$ cat config.mk
export PLATFORM = sky130hd
export DESIGN_NAME = multicycle_controller_flat
export DESIGN_NICKNAME = d
export VERILOG_FILES = /design/src/rtl/multicycle_controller_pkg.sv /design/src/rtl/multicycle_controller_if.sv /design/src/rtl/multicycle_controller_op_decode.sv /design/src/rtl/multicycle_controller.sv /design/src/flat_wrapper.sv
export SDC_FILE = /design/constraint.sdc
export NUM_CORES = 1
export LEC_CHECK = 0
export BUFFER_PORTS_ARGS = -buffer_cell sky130_fd_sc_hd__buf_2
export CELL_PAD_IN_SITES_DETAIL_PLACEMENT = 2
export CELL_PAD_IN_SITES_GLOBAL_PLACEMENT = 2
export CORE_MARGIN = 2
export CORE_UTILIZATION = 21
export CTS_CLUSTER_DIAMETER = 100
export CTS_CLUSTER_SIZE = 20
export DETAILED_ROUTE_END_ITERATION = 12
export GPL_TIMING_DRIVEN = 0
export PLACE_DENSITY = 0.78
export SYNTH_ARGS = -nofsm -noshare
export SYNTH_HDL_FRONTEND = slang
export SYNTH_SLANG_ARGS = --single-unit
$ cat constraint.sdc
create_clock -name clk -period 1.4 [get_ports clk]
set_input_delay 0.14 -clock clk [delete_from_list [all_inputs] [get_ports clk]]
set_output_delay 0.14 -clock clk [all_outputs]
set_load 0.05 [all_outputs]
$ cat src/rtl/multicycle_controller_pkg.sv
// Shared constants for the multi-cycle RISC-V controller: opcodes, state encodings, mux selects.
package riscv_ctrl_pkg;

  localparam logic [6:0] OP_LW    = 7'b0000011;
  localparam logic [6:0] OP_SW    = 7'b0100011;
  localparam logic [6:0] OP_RTYPE = 7'b0110011;
  localparam logic [6:0] OP_ITYPE = 7'b0010011;
  localparam logic [6:0] OP_BEQ   = 7'b1100011;
  localparam logic [6:0] OP_JAL   = 7'b1101111;

  // Encodings 11-15 are unused; S_JAL is only reachable when the jal feature is built in.
  typedef enum logic [3:0] {
    S_FETCH    = 4'd0,
    S_DECODE   = 4'd1,
    S_MEMADR   = 4'd2,
    S_MEMREAD  = 4'd3,
    S_MEMWB    = 4'd4,
    S_MEMWRITE = 4'd5,
    S_EXECR    = 4'd6,
    S_ALUWB    = 4'd7,
    S_EXECI    = 4'd8,
    S_JAL      = 4'd9,
    S_BEQ      = 4'd10
  } state_t;

  localparam logic [1:0] RES_ALUOUT    = 2'b00;
  localparam logic [1:0] RES_READDATA  = 2'b01;
  localparam logic [1:0] RES_ALURESULT = 2'b10;

  localparam logic [1:0] SRCA_PC    = 2'b00;
  localparam logic [1:0] SRCA_OLDPC = 2'b01;
  localparam logic [1:0] SRCA_RS1   = 2'b10;

  localparam logic [1:0] SRCB_RS2  = 2'b00;
  localparam logic [1:0] SRCB_IMM  = 2'b01;
  localparam logic [1:0] SRCB_FOUR = 2'b10;

  localparam logic [1:0] ALU_ADD   = 2'b00;
  localparam logic [1:0] ALU_SUB   = 2'b01;
  localparam logic [1:0] ALU_FUNCT = 2'b10;

  localparam logic [1:0] IMM_I = 2'b00;
  localparam logic [1:0] IMM_S = 2'b01;
  localparam logic [1:0] IMM_B = 2'b10;
  localparam logic [1:0] IMM_J = 2'b11;

endpackage

$ cat src/rtl/multicycle_controller_if.sv
// Controller <-> datapath bundle: master is the controller, slave is the datapath side.
interface multicycle_controller_if #(parameter int STATE_W = 4);
  logic [6:0]         op;
  logic               zero;
  logic               mem_ready;
  logic               PCWrite;
  logic               AdrSrc;
  logic               MemWrite;
  logic               IRWrite;
  logic               RegWrite;
  logic [1:0]         ResultSrc;
  logic [1:0]         ALUSrcA;
  logic [1:0]         ALUSrcB;
  logic [1:0]         ALUop;
  logic [1:0]         ImmSrc;
  logic               illegal;
  logic [STATE_W-1:0] state;

  modport master (
    input  op, zero, mem_ready,
    output PCWrite, AdrSrc, MemWrite, IRWrite, RegWrite,
           ResultSrc, ALUSrcA, ALUSrcB, ALUop, ImmSrc, illegal, state
  );

  modport slave (
    output op, zero, mem_ready,
    input  PCWrite, AdrSrc, MemWrite, IRWrite, RegWrite,
           ResultSrc, ALUSrcA, ALUSrcB, ALUop, ImmSrc, illegal, state
  );
endinterface

$ cat src/rtl/multicycle_controller_op_decode.sv
// Opcode decode: immediate format, state after DECODE, and unsupported-opcode flag.
// MC_JAL_EN makes jal a legal instruction routed to the JAL state.
module mc_op_decode
  import riscv_ctrl_pkg::*;
(
  input  logic [6:0] op,
  output logic [1:0] imm_src,
  output state_t     dec_next,
  output logic       op_illegal
);

  always_comb begin
    imm_src    = IMM_I;
    dec_next   = S_FETCH;
    op_illegal = 1'b1;
    case (op)
      OP_LW: begin
        dec_next   = S_MEMADR;
        op_illegal = 1'b0;
      end
      OP_SW: begin
        imm_src    = IMM_S;
        dec_next   = S_MEMADR;
        op_illegal = 1'b0;
      end
      OP_RTYPE: begin
        dec_next   = S_EXECR;
        op_illegal = 1'b0;
      end
      OP_ITYPE: begin
        dec_next   = S_EXECI;
        op_illegal = 1'b0;
      end
      OP_BEQ: begin
        imm_src    = IMM_B;
        dec_next   = S_BEQ;
        op_illegal = 1'b0;
      end
      OP_JAL: begin
        // J-format is reported even when jal itself is not supported
        imm_src = IMM_J;
`ifdef MC_JAL_EN
        dec_next   = S_JAL;
        op_illegal = 1'b0;
`endif
      end
      default: ;
    endcase
  end

endmodule

$ cat src/rtl/multicycle_controller.sv
// Moore FSM sequencing a shared-memory multi-cycle RISC-V datapath with memory wait states.
// Optional jal support is enabled with MC_JAL_EN.
module multicycle_controller
  import riscv_ctrl_pkg::*;
#(
  parameter int STATE_W = 4
) (
  input  logic                    clk,
  input  logic                    rst,
  multicycle_controller_if.master bus
);

  state_t     cur, nxt;
  state_t     dec_next;
  logic [1:0] imm_src;
  logic       op_illegal;

  logic pc_update, branch, mem_write, ir_write, reg_write, ill;
  logic adr_src;
  logic [1:0] result_src, alu_src_a, alu_src_b, alu_op;

  mc_op_decode u_dec (
    .op         (bus.op),
    .imm_src    (imm_src),
    .dec_next   (dec_next),
    .op_illegal (op_illegal)
  );

  always_ff @(posedge clk) begin
    if (rst) cur <= S_FETCH;
    else     cur <= nxt;
  end

  always_comb begin
    nxt = S_FETCH;
    case (cur)
      S_FETCH:    nxt = bus.mem_ready ? S_DECODE : S_FETCH;
      S_DECODE:   nxt = dec_next;
      S_MEMADR:   nxt = (bus.op == OP_LW) ? S_MEMREAD : S_MEMWRITE;
      S_MEMREAD:  nxt = bus.mem_ready ? S_MEMWB : S_MEMREAD;
      S_MEMWB:    nxt = S_FETCH;
      S_MEMWRITE: nxt = bus.mem_ready ? S_FETCH : S_MEMWRITE;
      S_EXECR:    nxt = S_ALUWB;
      S_EXECI:    nxt = S_ALUWB;
      S_ALUWB:    nxt = S_FETCH;
      S_BEQ:      nxt = S_FETCH;
`ifdef MC_JAL_EN
      S_JAL:      nxt = S_ALUWB;
`endif
      default:    nxt = S_FETCH;
    endcase
  end

  always_comb begin
    pc_update  = 1'b0;
    branch     = 1'b0;
    mem_write  = 1'b0;
    ir_write   = 1'b0;
    reg_write  = 1'b0;
    ill        = 1'b0;
    adr_src    = 1'b0;
    result_src = RES_ALUOUT;
    alu_src_a  = SRCA_PC;
    alu_src_b  = SRCB_RS2;
    alu_op     = ALU_ADD;
    case (cur)
      S_FETCH: begin
        alu_src_b  = SRCB_FOUR;
        result_src = RES_ALURESULT;
        ir_write   = bus.mem_ready;
        pc_update  = bus.mem_ready;
      end
      S_DECODE: begin
        alu_src_a = SRCA_OLDPC;
        alu_src_b = SRCB_IMM;
        ill       = op_illegal;
      end
      S_MEMADR: begin
        alu_src_a = SRCA_RS1;
        alu_src_b = SRCB_IMM;
      end
      S_MEMREAD: adr_src = 1'b1;
      S_MEMWB: begin
        result_src = RES_READDATA;
        reg_write  = 1'b1;
      end
      S_MEMWRITE: begin
        adr_src   = 1'b1;
        mem_write = 1'b1;
      end
      S_EXECR: begin
        alu_src_a = SRCA_RS1;
        alu_op    = ALU_FUNCT;
      end
      S_EXECI: begin
        alu_src_a = SRCA_RS1;
        alu_src_b = SRCB_IMM;
        alu_op    = ALU_FUNCT;
      end
      S_ALUWB: reg_write = 1'b1;
      S_BEQ: begin
        alu_src_a = SRCA_RS1;
        alu_op    = ALU_SUB;
        branch    = 1'b1;
      end
`ifdef MC_JAL_EN
      // PC takes the DECODE-computed target from ALUOut while the ALU forms OldPC+4 for rd
      S_JAL: begin
        alu_src_a = SRCA_OLDPC;
        alu_src_b = SRCB_FOUR;
        pc_update = 1'b1;
      end
`endif
      default: ;
    endcase
  end

  assign bus.PCWrite   = ~rst & (pc_update | (branch & bus.zero));
  assign bus.MemWrite  = ~rst & mem_write;
  assign bus.IRWrite   = ~rst & ir_write;
  assign bus.RegWrite  = ~rst & reg_write;
  assign bus.illegal   = ~rst & ill;
  assign bus.AdrSrc    = adr_src;
  assign bus.ResultSrc = result_src;
  assign bus.ALUSrcA   = alu_src_a;
  assign bus.ALUSrcB   = alu_src_b;
  assign bus.ALUop     = alu_op;
  assign bus.ImmSrc    = imm_src;
  assign bus.state     = STATE_W'(cur);

endmodule

$ cat src/flat_wrapper.sv
// flat-port wrapper written by rule: the top's interface ports become plain ports
module multicycle_controller_flat import riscv_ctrl_pkg::*;
#(
  parameter int STATE_W = 4
)
  (clk, rst, bus_op, bus_zero, bus_mem_ready, bus_PCWrite, bus_AdrSrc, bus_MemWrite, bus_IRWrite, bus_RegWrite, bus_ResultSrc, bus_ALUSrcA, bus_ALUSrcB, bus_ALUop, bus_ImmSrc, bus_illegal, bus_state);
  multicycle_controller_if #(.STATE_W(STATE_W)) bus_i ();
  input  logic clk;
  input  logic rst;
  input wire logic [$bits(bus_i.op)-1:0] bus_op;
  input wire logic [$bits(bus_i.zero)-1:0] bus_zero;
  input wire logic [$bits(bus_i.mem_ready)-1:0] bus_mem_ready;
  output wire logic [$bits(bus_i.PCWrite)-1:0] bus_PCWrite;
  output wire logic [$bits(bus_i.AdrSrc)-1:0] bus_AdrSrc;
  output wire logic [$bits(bus_i.MemWrite)-1:0] bus_MemWrite;
  output wire logic [$bits(bus_i.IRWrite)-1:0] bus_IRWrite;
  output wire logic [$bits(bus_i.RegWrite)-1:0] bus_RegWrite;
  output wire logic [$bits(bus_i.ResultSrc)-1:0] bus_ResultSrc;
  output wire logic [$bits(bus_i.ALUSrcA)-1:0] bus_ALUSrcA;
  output wire logic [$bits(bus_i.ALUSrcB)-1:0] bus_ALUSrcB;
  output wire logic [$bits(bus_i.ALUop)-1:0] bus_ALUop;
  output wire logic [$bits(bus_i.ImmSrc)-1:0] bus_ImmSrc;
  output wire logic [$bits(bus_i.illegal)-1:0] bus_illegal;
  output wire logic [$bits(bus_i.state)-1:0] bus_state;
  assign bus_i.op = bus_op;
  assign bus_i.zero = bus_zero;
  assign bus_i.mem_ready = bus_mem_ready;
  assign bus_PCWrite = bus_i.PCWrite;
  assign bus_AdrSrc = bus_i.AdrSrc;
  assign bus_MemWrite = bus_i.MemWrite;
  assign bus_IRWrite = bus_i.IRWrite;
  assign bus_RegWrite = bus_i.RegWrite;
  assign bus_ResultSrc = bus_i.ResultSrc;
  assign bus_ALUSrcA = bus_i.ALUSrcA;
  assign bus_ALUSrcB = bus_i.ALUSrcB;
  assign bus_ALUop = bus_i.ALUop;
  assign bus_ImmSrc = bus_i.ImmSrc;
  assign bus_illegal = bus_i.illegal;
  assign bus_state = bus_i.state;
  multicycle_controller #(.STATE_W(STATE_W)) u_core (.clk(clk), .rst(rst), .bus(bus_i));
endmodule
==> flow_metrics.py <==
metrics = {
    "synth": {
        "yosys-top-cells-area": "dfxtp_1 (14%), a21oi_1 (6.2%), nor2b_1 (5.5%)",
        "async_flop_share_pct": 0,
        "synthAdderAreaFrac_pct": 0,
        "synth_cells": 84,
        "synthXorXnorAreaFrac_pct": 4.64,
        "netlist.area_leader.share_pct": 14.1,
        "yosys_warnings": 0,
        "synth_edf_count": 0,
        "synth_top_family_by_area": "simple AND/OR/NAND/NOR gates",
        "synthSimpleGateAreaFrac_pct": 47.5,
        "synth_seq_area_share_pct": 14.1,
        "synth_mux_area_share_pct": 0,
        "synth-compound-area-share_pct": 25.4,
        "syn_nets": 95,
        "ys_ff_latch": 4,
        "postSynthAreaPerCell_sq_um": 6.75,
        "synth_commonest_cells": "a21oi_1 (7), nand2_1 (7), nor2_1 (7), nor2b_1 (5)",
        "yosysTopAreaCell": "dfxtp_1",
        "synth_flop_cell": "dfxtp_1",
        "synthDistinctLibCells": 36,
        "synth_area_sq_um": 567,
    },
    "power": {
        "power.density_mw_per_mm2": 390,
        "power_leakage_uw": 0.000569,
        "irDropWorstVdd_uv": 284,
    },
    "clocking": {
        "htree_levels": 1,
        "cts_buffers": 3,
        "cts_sinks": 4,
        "clk_latency_ps": 260,
        "cts_hold_buf": 0,
        "clockRootBuffer": "clkbuf_4",
        "clockBufferDepth": 2,
        "cts_tree": "done",
        "clkTransAtPathRegs_ps": 60,
    },
    "setup_path": {
        "startpoint": "u_core.bus.state[3]",
        "r2r-end": "u_core.bus.state[2]",
        "worst_ep_required_time_ps": 1260,
        "reg2reg_depth": 6,
        "worstSetupStartpointType": "flip-flop",
        "slowest_stage": "dfxtp_4",
        "crit_arrival_ps": 1570,
        "endpoint_kind": "output pin",
        "crit_type": "flip-flop to output pin",
        "cp_common_cell": "buf_8",
        "critical-path-max-stage-delay_ps": 380,
        "crit_chain": "buf_8 > clkbuf_16 > nor4_4 > buf_6 > buf_8",
        "worstPathMaxFanout": 6,
        "r2r_start": "u_core.bus.state[1]",
        "r2r_slack_ps": -120,
    },
    "die": {
        "start_util_pct": 22.5,
        "dieArea_sq_mm": 0.00313,
        "pin_count": 31,
        "chipWidth_um": 56.0,
        "fp.dieH_um": 56.0,
        "fp-row-count": 18,
        "core_sq_mm": 0.00252,
    },
    "placement": {
        "portBuffers": 29,
        "pre_cts_ws_ps": -233,
        "dp_hpwl_um": 1870,
        "placed_cells_incl_taps": 143,
        "gp_congestion": 0.748,
        "placed_area_sq_um": 971,
    },
    "routing": {
        "via_per_inst": 5.66,
        "drc": 0,
        "drt-initial-drc-count": 40,
        "vias": 951,
        "ant_nets": 0,
        "wire_per_inst_um": 27.1,
        "detail_route.first_pass.iterations": 4,
        "wl_um": 4550,
    },
    "hold_path": {
        "hp-start": "bus_op[5]",
        "hold_class": "primary input to flip-flop",
        "min_path_cells": 3,
        "holdPathEnd": "u_core.bus.state[2]",
    },
    "grt": {
        "grt-ovfl-total": 0,
        "grt_usage_pct": 23.2,
        "grt_first_pass_wirelength_um": 5610,
        "grt_pass1_vias": 954,
        "grt_max_degree": 11,
        "antenna_found_initial": 0,
    },
    "timing": {
        "maxSlewViolCount": 0,
        "fin_skew_ps": 8.76,
        "tightest_slew_ps": 367,
        "setup_violations": 17,
        "fin_crit_sh_pct": 122,
        "maxSlewHeadroom_pct": 75.5,
        "hold_viol": 0,
        "fmax_ghz": 0.586,
        "post-route-min-period_ps": 1710,
        "fin_ws_ps": -307,
        "rsz0062_at_grt": "yes",
        "setup_tns_ps": -3640,
    },
    "final_layout": {
        "nets": 151,
        "synthToLayoutAreaGrowth_pct": 165,
        "layout.cells.non_filler": 168,
        "n_antenna_cell": 0,
        "fillCellCount": 241,
        "drive_gt1_share_pct": 78.3,
        "largest_reg_flops": 4,
        "final_area_sq_mm": 0.00150,
    },
    "outcome": {
        "violations": "negative setup slack",
        "status": "finished with violations",
    },
    "run": {
        "drv_cap": 0,
    },
}
## per-layer routing
metal | share of wire, % | track usage, % | vias up | routed length [um]
met1 | 45 | 30.5 | 486 | 2030
li1 | - | - | 426 | -
met2 | 50 | 40.5 | 28 | 2290
met3 | 2.1 | 2.33 | 11 | 97
met4 | 2.9 | 5.78 | 0 | 131
met5 | 0 | 0 | - | 0
## repair_timing
item	in CTS	in global routing
setup endpoints to repair	16	17
pin swaps	8	9
hold endpoints to repair	0	0
setup buffers	12	9
resized for setup	57	20
cloned	0	1
## placed cells by master (no fill, tap or decap), types with 4 or more instances in the layout
cell / n
buf_2: 14
buf_4: 19
buf_6: 11
buf_8: 7
clkbuf_4: 4
dfxtp_4: 4
nand2_1: 4
nor2_4: 4
nor3_4: 4
## worst max-delay path by stage
stage	slack, ps	to
after floorplan	-380	bus_ResultSrc[1]
after global routing	-360	bus_PCWrite
after detailed placement	-230	bus_PCWrite
final	-310	bus_ResultSrc[1]
after global placement	-220	bus_PCWrite
after CTS	-240	bus_PCWrite
## area by class of cell
cell class / instances / area, sq um / share of cell area, %
tap: 30 / 37.5 / 2.50
inverter: 2 / 16.3 / 1.08
timing repair buffer: 51 / 453 / 30.2
sequential: 4 / 95.1 / 6.33
multi-input combinational: 70 / 741 / 49.3
clock buffer: 3 / 22.5 / 1.50
buffer: 8 / 136 / 9.08
## through the flow
step	util, %	hold slack (ps)	power, uW
5_1_grt	59.5	264	598
4_1_cts	51.5	248	519
2_1_floorplan	-	202	256
6_report	59.5	254	585
3_3_place_gp	38.5	478	308
3_5_place_dp	38.5	486	314
## kinds of logic after synthesis
family,after synthesis
buf+inv,10
flops,4
simple gates,45
compound gates,22
xor+xnor,3
## where the power goes
group / internal, uW / switching, uW / total [uW]
registers: 110 / 5.30 / 115
clock network: 98.5 / 85.1 / 184
logic: 112 / 174 / 286
total: 320 / 265 / 585
## critical path: cells and delay by family (launching register included)
kind	cells	cell delay, ps
and+or+nand+nor	1	320
buffers and inverters	4	600
DFF	1	380
Note: power is estimated with default switching activity, not from simulation.
